$ cat src/rtl/interrupt_sequencer_pkg.sv
// Shared definitions for the interrupt sequencer: state encoding, vector defaults,
// cause width and the maskable-vector address helper.
package interrupt_sequencer_pkg;

   typedef enum logic [1:0] {
      ST_IDLE    = 2'd0,
      ST_REQ     = 2'd1,
      ST_SVC_INT = 2'd2,
      ST_SVC_NMI = 2'd3
   } state_t;

   localparam int          CAUSE_W          = 3;
   localparam logic [31:0] NMI_VEC_DEF      = 32'h0000_0100;
   localparam logic [31:0] INT_VEC_BASE_DEF = 32'h0000_0180;
   localparam logic [31:0] VEC_STRIDE_DEF   = 32'h0000_0010;

   // Wraps modulo 2^32 by construction.
   function automatic logic [31:0] f_int_vec(input logic [31:0]        base,
                                             input logic [31:0]        stride,
                                             input logic [CAUSE_W-1:0] idx);
      return base + (32'(idx) * stride);
   endfunction

endpackage

$ cat src/rtl/interrupt_sequencer_irq_priority_encoder.sv
// Fixed-priority encoder: reports whether any request is set and the lowest set index.
// Purely combinational.
module irq_priority_encoder
   import interrupt_sequencer_pkg::*;
#(
   parameter int N_IRQ = 4
) (
   input  logic [N_IRQ-1:0]   i_req,
   output logic               o_any,
   output logic [CAUSE_W-1:0] o_idx
);

   always_comb begin
      o_any = |i_req;
      o_idx = '0;
      for (int i = N_IRQ - 1; i >= 0; i--) begin
         if (i_req[i]) begin
            o_idx = CAUSE_W'(i);
         end
      end
   end

endmodule

$ cat src/rtl/interrupt_sequencer.sv
// Arbitrates an edge-triggered NMI and N_IRQ masked level IRQs into one take request
// for the Controller, tracking in-service state with one level of NMI-over-INT nesting.
module interrupt_sequencer
   import interrupt_sequencer_pkg::*;
#(
   parameter int          N_IRQ        = 4,
   parameter logic [31:0] NMI_VEC      = NMI_VEC_DEF,
   parameter logic [31:0] INT_VEC_BASE = INT_VEC_BASE_DEF,
   parameter logic [31:0] VEC_STRIDE   = VEC_STRIDE_DEF
) (
   input  logic               clk,
   input  logic               rst_n,
   input  logic               nmi,
   input  logic [N_IRQ-1:0]   int_req,
   input  logic               intd,
   input  logic               mask_we,
   input  logic [N_IRQ-1:0]   mask_wdata,
   input  logic               ina,
   input  logic               eret,
   output logic               irq_take,
   output logic [31:0]        vector,
   output logic               is_nmi,
   output logic [CAUSE_W-1:0] cause,
   output logic               in_service,
   output logic               nested,
   output logic [N_IRQ-1:0]   mask
);

   state_t             r_state;
   logic               r_nmi_d;
   logic               r_nmi_pend;
   logic               r_irq_take;
   logic               r_is_nmi;
   logic               r_in_service;
   logic               r_nested;
   logic               r_from_int;
   logic [CAUSE_W-1:0] r_cause;
   logic [31:0]        r_vector;
   logic [CAUSE_W-1:0] r_sv_cause;
   logic [31:0]        r_sv_vector;
   logic [N_IRQ-1:0]   r_mask;

   logic [N_IRQ-1:0]   w_eligible;
   logic               w_any;
   logic [CAUSE_W-1:0] w_idx;
   logic [31:0]        w_idx_vec;
   logic               w_nmi_edge;
   logic               w_take_nmi;
   logic               w_cur_ok;

   assign w_eligible = int_req & r_mask & {N_IRQ{~intd}};
   assign w_nmi_edge = nmi & ~r_nmi_d;
   assign w_take_nmi = (r_state == ST_REQ) & ina & r_is_nmi;
   assign w_cur_ok   = |(w_eligible & (N_IRQ'(1) << r_cause));
   assign w_idx_vec  = f_int_vec(INT_VEC_BASE, VEC_STRIDE, w_idx);

   irq_priority_encoder #(
      .N_IRQ (N_IRQ)
   ) u_prio (
      .i_req (w_eligible),
      .o_any (w_any),
      .o_idx (w_idx)
   );

   // An edge coinciding with the clearing acknowledge wins, so it re-pends.
   always_ff @(posedge clk or negedge rst_n) begin
      if (!rst_n) begin
         r_nmi_d    <= 1'b0;
         r_nmi_pend <= 1'b0;
         r_mask     <= '0;
      end else begin
         r_nmi_d    <= nmi;
         r_nmi_pend <= w_nmi_edge | (r_nmi_pend & ~w_take_nmi);
         if (mask_we) begin
            r_mask <= mask_wdata;
         end
      end
   end

   always_ff @(posedge clk or negedge rst_n) begin
      if (!rst_n) begin
         r_state      <= ST_IDLE;
         r_irq_take   <= 1'b0;
         r_is_nmi     <= 1'b0;
         r_in_service <= 1'b0;
         r_nested     <= 1'b0;
         r_from_int   <= 1'b0;
         r_cause      <= '0;
         r_vector     <= '0;
         r_sv_cause   <= '0;
         r_sv_vector  <= '0;
      end else begin
         case (r_state)
            ST_IDLE: begin
               if (r_nmi_pend) begin
                  r_state    <= ST_REQ;
                  r_irq_take <= 1'b1;
                  r_is_nmi   <= 1'b1;
                  r_cause    <= '0;
                  r_vector   <= NMI_VEC;
                  r_from_int <= 1'b0;
               end else if (w_any) begin
                  r_state    <= ST_REQ;
                  r_irq_take <= 1'b1;
                  r_is_nmi   <= 1'b0;
                  r_cause    <= w_idx;
                  r_vector   <= w_idx_vec;
                  r_from_int <= 1'b0;
               end
            end

            ST_REQ: begin
               if (ina) begin
                  r_irq_take   <= 1'b0;
                  r_in_service <= 1'b1;
                  if (r_is_nmi) begin
                     r_state  <= ST_SVC_NMI;
                     r_nested <= r_from_int;
                  end else begin
                     r_state     <= ST_SVC_INT;
                     r_sv_cause  <= r_cause;
                     r_sv_vector <= r_vector;
                  end
               end else if (!r_is_nmi && r_nmi_pend) begin
                  r_is_nmi <= 1'b1;
                  r_cause  <= '0;
                  r_vector <= NMI_VEC;
               end else if (!r_is_nmi && !w_cur_ok) begin
                  if (w_any) begin
                     r_cause  <= w_idx;
                     r_vector <= w_idx_vec;
                  end else if (r_from_int) begin
                     r_state    <= ST_SVC_INT;
                     r_irq_take <= 1'b0;
                     r_cause    <= r_sv_cause;
                     r_vector   <= r_sv_vector;
                  end else begin
                     r_state    <= ST_IDLE;
                     r_irq_take <= 1'b0;
                  end
               end
            end

            // Maskable sources are not arbitrated here; only an NMI can preempt.
            ST_SVC_INT: begin
               if (eret) begin
                  r_state      <= ST_IDLE;
                  r_in_service <= 1'b0;
               end else if (r_nmi_pend) begin
                  r_state    <= ST_REQ;
                  r_irq_take <= 1'b1;
                  r_is_nmi   <= 1'b1;
                  r_cause    <= '0;
                  r_vector   <= NMI_VEC;
                  r_from_int <= 1'b1;
               end
            end

            ST_SVC_NMI: begin
               if (eret) begin
                  r_from_int <= 1'b0;
                  r_nested   <= 1'b0;
                  if (r_nested) begin
                     r_state  <= ST_SVC_INT;
                     r_is_nmi <= 1'b0;
                     r_cause  <= r_sv_cause;
                     r_vector <= r_sv_vector;
                  end else begin
                     r_state      <= ST_IDLE;
                     r_in_service <= 1'b0;
                  end
               end
            end

            default: r_state <= ST_IDLE;
         endcase
      end
   end

   assign irq_take   = r_irq_take;
   assign vector     = r_vector;
   assign is_nmi     = r_is_nmi;
   assign cause      = r_cause;
   assign in_service = r_in_service;
   assign nested     = r_nested;
   assign mask       = r_mask;

endmodule

$ cat config.mk
export PLATFORM = sky130hd
export DESIGN_NAME = interrupt_sequencer
export DESIGN_NICKNAME = d
export VERILOG_FILES = /design/src/rtl/interrupt_sequencer_pkg.sv /design/src/rtl/interrupt_sequencer_irq_priority_encoder.sv /design/src/rtl/interrupt_sequencer.sv
export SDC_FILE = /design/constraint.sdc
export NUM_CORES = 1
export LEC_CHECK = 0
export CORE_MARGIN = 2
export CORE_UTILIZATION = 50
export CTS_CLUSTER_DIAMETER = 40
export DETAILED_ROUTE_END_ITERATION = 8
export GPL_ROUTABILITY_DRIVEN = 0
export PLACE_DENSITY = 0.85
export SYNTH_ARGS = -nofsm -noshare
export SYNTH_HDL_FRONTEND = slang
export SYNTH_SLANG_ARGS = --single-unit
$ cat constraint.sdc
create_clock -name clk -period 4.5 [get_ports clk]
set_clock_uncertainty 0.05 [all_clocks]
set_input_delay 0.9 -clock clk [delete_from_list [all_inputs] [get_ports clk]]
set_output_delay 0.9 -clock clk [all_outputs]
set_load 0.1 [all_outputs]
==> run metrics, run 1 <==
met3 wire length 386 um; DR DRC count 0; CP Max Fanout 20; share of Yosys cell area claimed by the top area cell type 55.3%; Layout area overhead 21.6%; Worst R2R Start r_state[1]; Hold Fails Final Rpt 0; Resized Gates After CTS 0; M1 WL 3.40 mm; Initial Util 51.8%; Slew headroom 31.3%; clock power share 14.6%; WHS Path Cells 1; CTS tree done; hold_buf cts 0; Sink Count 83; Yosys cell types 38; layout filler cell count 587; drt first-iter violations 273; most frequent cell after synthesis dfrtp_1; worst-case reg-to-reg path depth 7; Cells after Synth 358; Critical Path RT 4.69 ns; status complete, no violations; Power Density 732 nW/um^2; vias 2752; first-pass GRT wire length 13.2 mm; setup violators final 0; WHS 0.375 ns; Max clock buf depth 2; largest net degree at the start of global routing 84; multi-input logic area 1430 sq um; syn nets 380; IO Pins 58; Worst Path Arrival 3.21 ns; startpoint types input pin; FF/Latch Area 2080 sq um; Util after Layout 62.9%; EDFF count, synth 0; Post-CTS Repair Setup Buffers 0; ANT cells 0; top cells by count, synth dfrtp_1 (83), nand2_1 (67), inv_1 (40), o21ai_0 (38), mux2i_1 (32); clock tree root buffer cell clkbuf_8; sw power 1.62 mW; TritonCTS Buffers 9; reg2reg setup slack 1.56 ns; Synth Warn # 0; flop and latch count out of synthesis 83; Max VDD drop 0.318 mV; top cells by area, synth dfrtp_1 (55%), mux2i_1 (8.5%), nand2_1 (6.7%), mux2_2 (5.1%), o21ai_0 (5.1%); Tightest Pin Transition 1.03 ns; Final min period 3.03 ns; Leak 1.99 nW; routed wl met2 3.59 mm; drt first pass iters 5; crit path kind input pin to flop; reg-to-reg critical path endpoint cause[1]; Comb pwr share 51.2%; Routed Antenna Nets 0; Vias per Instance 5.35; Row Count 31; Min-Delay Path Class flop to flop; Main synth FF type dfrtp_1; sequential share of power 34.2%; Die H 90.7 um; Worst Hold Launch r_nmi_d; total grt overflow 0; Final Net Count 432; hpwl dp 4.95 mm; Critical Path Sink Type flop; post-synthesis cell area 3750 sq um; Top Metal Used met4; drt total wl 7.51 mm; initial antenna violation count 0; Reg clk slew, reported paths 0.08 ns; Syn Area/Cell 10.5 sq um; Die X 90.7 um; All-Layer GR Usage 19.8%; Core ar. 7250 sq um; FFs w/ async S/R, synth 100%; maxcap violations 0; Total Neg Setup Slack 0 ns; switching share of power 48.4%; routed wire length per instance 14.6 um; hold path endpoint r_nmi_pend; Slew Viols, Final 0; PortBufs 57; Int Pwr 1.72 mW; FMAX 330 MHz; H-tree depth 3; sequential fraction of the synthesis area 55.3%; Synth area leader dfrtp_1; die area 8220 sq um; fraction of the cycle the final worst path needs 67.3%; Worst-Skew Late Latency 0.35 ns; vias in the first global route 2756; RSZ-0062 raised after global routing no; layout cells sized above 1 9.64%
## worst max-delay path: stages
cell and delay, ns:
clkdlybuf4s50_1 0.60, nand2_1 0.09, a222oi_1 0.24, o211ai_1 0.23
a2111oi_4 0.38, buf_4 0.38, mux2_2 0.38
## registers in the layout (all words and copies together) (netlist names)
signal	cells
vector	32
irq_take	1
r_nmi_pend	1
nested	1
mask	4
in_service	1
r_state	2
r_sv_cause	3
r_from_int	1
r_nmi_d	1
cause	3
is_nmi	1
r_sv_vector	32
## metal layers
metal | vias to the layer above | global-route usage (%)
met2 | 90 | 31.9
met4 | 0 | 8.72
met5 | - | 0
li1 | 1310 | -
met3 | 15 | 3.09
met1 | 1337 | 26.5
## worst max path at each step
stage	to	depth (start not counted)	start
after floorplan	cause[1]	5	mask[1]
after global placement	vector[8]	7	eret
after detailed placement	vector[5]	7	eret
after CTS	is_nmi	1	is_nmi
after global routing	vector[5]	7	eret
final	cause[1]	7	eret
## layout make-up
class | instances | share of cell area, %
repair buffers | 61 | 13.1
clock inverters | 6 | 1.07
inverters | 40 | 3.29
clock buffers | 10 | 3.02
well taps | 99 | 2.71
multi-input cells | 215 | 31.3
flip-flops and latches | 83 | 45.5
## power groups by stage
stage / clock (mW) / sequential, mW / combinational [mW]
3_3_place_gp: 0 / 1.14 / 1.68
6_report: 0.488 / 1.14 / 1.71
3_5_place_dp: 0 / 1.15 / 1.71
2_1_floorplan: 0 / 1.70 / 0.793
4_1_cts: 0.508 / 1.14 / 1.71
5_1_grt: 0.537 / 1.17 / 1.83
## kinds of logic (layout without fill, tap and decap cells)
group	after synthesis	in the layout	share of synthesized area (%)
flops	83	83	55.3
compound gates	71	71	11.9
fa+ha+maj	7	7	2.33
simple gates	87	87	9.60
buf+inv	60	117	6.63
mux	50	50	14.2
## cell usage in the layout, fill, tap and decap left out, drive strengths merged, types with 2 or more instances in the layout
master         count
dfrtp             83
nand2             67
clkdlybuf4s50     56
inv               41
o21ai             38
mux2i             32
mux2              17
clkbuf            10
a21oi              8
ha                 7
buf                5
nand3              4
o211ai             4
nor2               4
o31ai              4
nor2b              3
clkinvlp           3
nand2b             2
a22oi              2
nor3               2
a32oi              2
a21boi             2
clkinv             2
a2111oi            2
## through the flow
stage	setup WS [ns]	power, mW	cells	area (sq um)
global route	1.32	3.54	514	4560
CTS	1.49	3.36	514	4560
global placement	1.19	2.82	498	4380
detailed placement	1.15	2.86	498	4380
floorplan	1.73	2.50	358	3750
finish	1.47	3.34	514	4560
(Power assumes the default switching activity.)
==> run 2: changes to the inputs <==
- clock period: 4.5 -> 3.1 ns (I/O delays scaled with it)
==> run 2 against run 1 <==
- combinational power is 49% higher
- non-clock buffer count is 9 higher
- final area is 0.85% higher
- worst setup slack worse by 1.1 ns
- routed wire length is 1.0% higher
- flip-flop and latch count stayed put
- register-to-register slack worse by 1.2 ns
- highest routed layer unchanged
- critical path type is now flop to flop
- critical endpoint is now vector[19]
- via count is 0.15% higher
- clock power is 87% higher
- utilization is 0.53 points higher
==> run metrics, run 2 (synthesis gave the netlist of run 1 again) <==
Critical Path RT 3.32 ns (-1.37 ns); hpwl dp 5.06 mm (+2.2%); layout filler cell count 606 (+3.2%); status complete, no violations; Layout area overhead 22.6%; Max clock buf depth 2 (unchanged); Resized Gates After CTS 0 (unchanged); die area 8220 sq um (unchanged); first-pass GRT wire length 13.3 mm (+0.95%); crit-path cells inv_1, ha_1, a222oi_1, o211ai_1, a2111oi_4, buf_12, buf_4, mux2i_1; layout cells sized above 1 21.7% (+12 points); commonest non-fill, non-tap cell in the layout dfrtp_1; fraction of the cycle the final worst path needs 87.9%; Slew headroom 31.4% (+0.15 points); RSZ-0062 raised after global routing no; sequential share of power 32.4% (-1.8 points); H-tree depth 3 (unchanged); Comb pwr share 49.7% (-1.5 points); Final Net Count 441 (+2.1%); vias 2756 (+0.15%); largest net degree at the start of global routing 84 (unchanged); Die X 90.7 um (unchanged); CP Max Fanout 21 (+5.0%); Setup WS pre-CTS 0.105 ns (-1.04 ns); commonest non-fill, non-tap cells in the layout dfrtp_1 (83), nand2_1 (67), buf_4 (55); Sink Count 83 (unchanged); drt first pass iters 5 (unchanged); Power Density 1110 nW/um^2 (+52%); clock tree root buffer cell clkbuf_8; crit path kind flop to flop; switching share of power 46.2% (-2.3 points); slowest library cell on the worst path dfrtp_1; Initial Util 51.8% (unchanged); Final min period 2.73 ns; Leak 2.15 nW (+8.2%); routed wire length per instance 14.5 um (-0.70%); PortBufs 57 (unchanged); TritonCTS Buffers 9 (unchanged); drt total wl 7.59 mm (+1.0%); vias in the first global route 2802 (+1.7%); ANT cells 0 (unchanged); drt first-iter violations 157 (-42%); Util after Layout 63.5% (+0.53 points); Routed Antenna Nets 0 (unchanged); CTS tree done; FF/Latch Area 2080 sq um (unchanged); multi-input logic area 1430 sq um (unchanged); Row Count 31 (unchanged); Final WS setup 0.375 ns (-1.10 ns); Tightest Pin Transition 1.03 ns (-0.00218 ns); Int Pwr 2.75 mW (+60%); Die H 90.7 um (unchanged); Slew Viols, Final 0 (unchanged); FMAX 367 MHz; Reg clk slew, reported paths 0.08 ns (about the same); hold_buf cts 0 (unchanged); Post-CTS Repair Setup Buffers 0 (unchanged); setup violators final 0 (unchanged); Min-Delay Path Class flop to flop; IO Pins 58 (unchanged); Total Neg Setup Slack 0 ns (unchanged); Critical Path Sink Type flop; Hold Fails Final Rpt 0 (unchanged); startpoint types flop; maxcap violations 0 (unchanged); All-Layer GR Usage 20.2% (+0.40 points); Worst Path Arrival 2.94 ns (-0.27 ns); Vias per Instance 5.27 (-1.6%); Worst-Skew Late Latency 0.34 ns (about the same); DR DRC count 0 (unchanged); max incr delay on CP 0.46 ns (-0.14 ns); Core ar. 7250 sq um (unchanged); clock power share 17.9% (+3.3 points); initial antenna violation count 0 (unchanged); total grt overflow 0 (unchanged); sw power 2.36 mW (+46%); Max VDD drop 0.587 mV (+84%)
-- run 2: final timing paths --
kind | startpoint | end | cells past startpoint | slack (ns)
max | r_state[0] | vector[19] | 8 | 0.37
min | r_nmi_d | r_nmi_pend | 1 | 0.38
max in group asynchronous | rst_n | r_sv_vector[24] | 1 | 1.94
min in group asynchronous | rst_n | mask[2] | 1 | 0.39
min reg2reg | r_nmi_d | r_nmi_pend | 1 | 0.38
max reg2reg | r_state[0] | vector[19] | 8 | 0.37
-- run 2: worst max-delay path: cells and delay by family (launching register included) --
| kind | cells | cell delay (ns) |
|---|---|---|
| compound gates | 3 | 1.00 |
| fa+ha+maj | 1 | 0.32 |
| buf+inv | 3 | 0.58 |
| flops | 1 | 0.46 |
| mux | 1 | 0.21 |
-- run 2: metrics by stage --
stage          power, mW  std cells  hold WS, ns  cell area [sq um]
2_1_floorplan       3.63        358        0.274               3750
3_3_place_gp        4.15        507        0.351               4360
3_5_place_dp        4.22        507        0.365               4360
4_1_cts             5.15        523        0.382               4600
5_1_grt             5.41        523        0.423               4600
6_report            5.11        523        0.382               4600
-- run 2: cell type report --
type	count	share of cell area (%)
flip-flops and latches	83	45.1
multi-input cells	215	31.0
repair buffers	70	12.7
inverters	40	3.26
clock buffers	9	2.69
well taps	99	2.69
clock inverters	7	2.53
-- run 2: routing by layer --
layer,part of all wire (%),vias to the layer above,track usage (%)
li1,-,1321,-
met5,0,-,0
met3,4.7,6,5.68
met2,49,70,32.8
met4,1.1,0,6.92
met1,45,1359,25.9
-- run 2: power by group through the flow --
stage	combinational, mW	clock (mW)	sequential [mW]
final	2.54	0.913	1.66
after CTS	2.56	0.940	1.66
after global routing	2.71	0.991	1.70
after floorplan	1.15	0	2.47
after global placement	2.49	0	1.66
after detailed placement	2.54	0	1.68
==> run 3: changes to the inputs <==
--- a/constraint.sdc
+++ b/constraint.sdc
@@ -3,3 +3,3 @@
 set_input_delay 0.62 -clock clk [delete_from_list [all_inputs] [get_ports clk]]
 set_output_delay 0.62 -clock clk [all_outputs]
-set_load 0.1 [all_outputs]
+set_load 0.02 [all_outputs]
==> run 3 against run 2 <==
- utilization rose by 1.1 points
- clock-buffer cell count did not move
- critical path depth did not move
- sequential share of layout area fell by 0.75 points
- routed wire length fell by 1.8%
- worst hold slack got worse by 0.012 ns
- fmax fell by 0.27%
- register-to-register slack barely moved
- cell count did not move
- critical path type unchanged
==> run metrics, run 3 (synthesis gave the netlist of run 1 again) <==
status complete, no violations; Routed Antenna Nets 0 (unchanged); startpoint types flop; Vias per Instance 5.25 (-0.40%); clock tree root buffer cell clkbuf_8; Resized Gates After CTS 0 (unchanged); met1 Use GR 25.7% (-0.21 points); met2 Use GR 32.3% (-0.56 points); crit-path cells inv_1, ha_1, a222oi_1, o211ai_1, a2111oi_4, buf_12, buf_4, mux2i_1; setup violators final 0 (unchanged); Top Family by Delay on Critical Path compound AO/OA/AOI/OAI gates; FMAX 366 MHz (-0.27%); Row Count 31 (unchanged); Layout area overhead 24.7%; layout filler cell count 599 (-1.2%); fraction of the cycle the final worst path needs 88.2% (+0.24 points); met3 Track Usage GR 2.59% (-3.1 points); Power Density 923 nW/um^2 (-17%); total grt overflow 0 (unchanged); layout cells sized above 1 11.6% (-10 points); Worst Path Arrival 2.95 ns (about the same); Slew headroom 32.2% (+0.80 points); CP Max Fanout 21 (unchanged); Leak 2.07 nW (-4.0%); die area 8220 sq um (unchanged); commonest non-fill, non-tap cells in the layout dfrtp_1 (83), nand2_1 (67), clkdlybuf4s50_1 (56); Final WS setup 0.367 ns (-0.00733 ns); Initial Util 51.8% (unchanged); hold_buf cts 0 (unchanged); Final min period 2.73 ns (+0.00733 ns); slowest library cell on the worst path dfrtp_1; CTS tree done; Worst-Skew Late Latency 0.35 ns (about the same); Max clock buf depth 2 (unchanged); initial antenna violation count 0 (unchanged); Core ar. 7250 sq um (unchanged); Top Usage Layer GRT met2; maxcap violations 0 (unchanged); DR DRC count 0 (unchanged); RSZ-0062 raised after global routing no; Hold Fails Final Rpt 0 (unchanged); Sink Count 83 (unchanged); Max VDD drop 0.378 mV (-36%); first-pass GRT wire length 13.0 mm (-2.3%); Die X 90.7 um (unchanged); Critical Path Sink Type flop; Min-Delay Path Class flop to flop; Total Neg Setup Slack 0 ns (unchanged); routed wire length per instance 14.3 um (-1.8%); total power 4.32 mW (-16%); H-tree depth 3 (unchanged); Finished Layout Cells 523 (unchanged); vias in the first global route 2785 (-0.61%); Setup WS pre-CTS 0.0927 ns (-0.0125 ns); Reg clk slew, reported paths 0.09 ns (about the same); ANT cells 0 (unchanged); Post-CTS Repair Setup Buffers 0 (unchanged); All-Layer GR Usage 19.5% (-0.68 points); crit path kind flop to flop; Die H 90.7 um (unchanged); worst path bufs/invs 3 (unchanged); hpwl dp 5.03 mm (-0.52%); IO Pins 58 (unchanged); PortBufs 57 (unchanged); max incr delay on CP 0.46 ns (about the same); Slew Viols, Final 0 (unchanged); commonest non-fill, non-tap cell in the layout dfrtp_1; Critical Path RT 3.32 ns (about the same); vias 2745 (-0.40%); TritonCTS Buffers 9 (unchanged); Tightest Pin Transition 1.02 ns (-0.0120 ns); drt first-iter violations 192 (+22%); largest net degree at the start of global routing 84 (unchanged); Final Net Count 442 (+0.23%); drt first pass iters 5 (unchanged); DP Cell Count 508 (+0.20%); Util after Layout 64.5% (+1.1 points); drt total wl 7.45 mm (-1.8%)
## run 3: area by class of cell
class | count | area, sq um | area share (%)
well taps | 99 | 124 | 2.65
repair buffers | 71 | 686 | 14.6
clock buffers | 9 | 124 | 2.65
clock inverters | 6 | 91.3 | 1.95
inverters | 40 | 150 | 3.21
multi-input cells | 215 | 1430 | 30.5
flip-flops and latches | 83 | 2080 | 44.4
## run 3: stage by stage
stage	instance area, sq um	hold slack (ns)
after global routing	4680	0.396
after floorplan	3750	0.274
final	4680	0.370
after global placement	4470	0.362
after detailed placement	4470	0.367
after CTS	4680	0.380
## run 3: worst paths after layout
kind / start / to / slack [ns] / cells after the start
min reg2reg: r_nmi_d / r_nmi_pend / 0.37 / 1
max: r_state[0] / vector[19] / 0.37 / 8
max in group asynchronous: rst_n / r_sv_vector[8] / 1.96 / 1
min: r_nmi_d / r_nmi_pend / 0.37 / 1
min in group asynchronous: rst_n / mask[2] / 0.39 / 1
max reg2reg: r_state[0] / vector[19] / 0.37 / 8
## run 3: where the power goes
part,internal [mW],total [mW],switching (mW)
clock,0.452,0.840,0.388
sequential,1.41,1.65,0.238
combinational,0.847,1.83,0.982
total,2.71,4.32,1.61
## run 3: per-layer routing
layer,vias to the layer above,share of wire (%)
met4,0,1.5
li1,1319,-
met3,9,4.1
met1,1342,45
met2,75,49
met5,-,0
## run 3: worst register-to-register path: stages, from the launching register on
cell       delay (ns)
dfrtp_1          0.46
inv_1            0.12
ha_1             0.32
a222oi_1         0.36
o211ai_1         0.23
a2111oi_4        0.43
buf_12           0.24
buf_4            0.23
mux2i_1          0.21
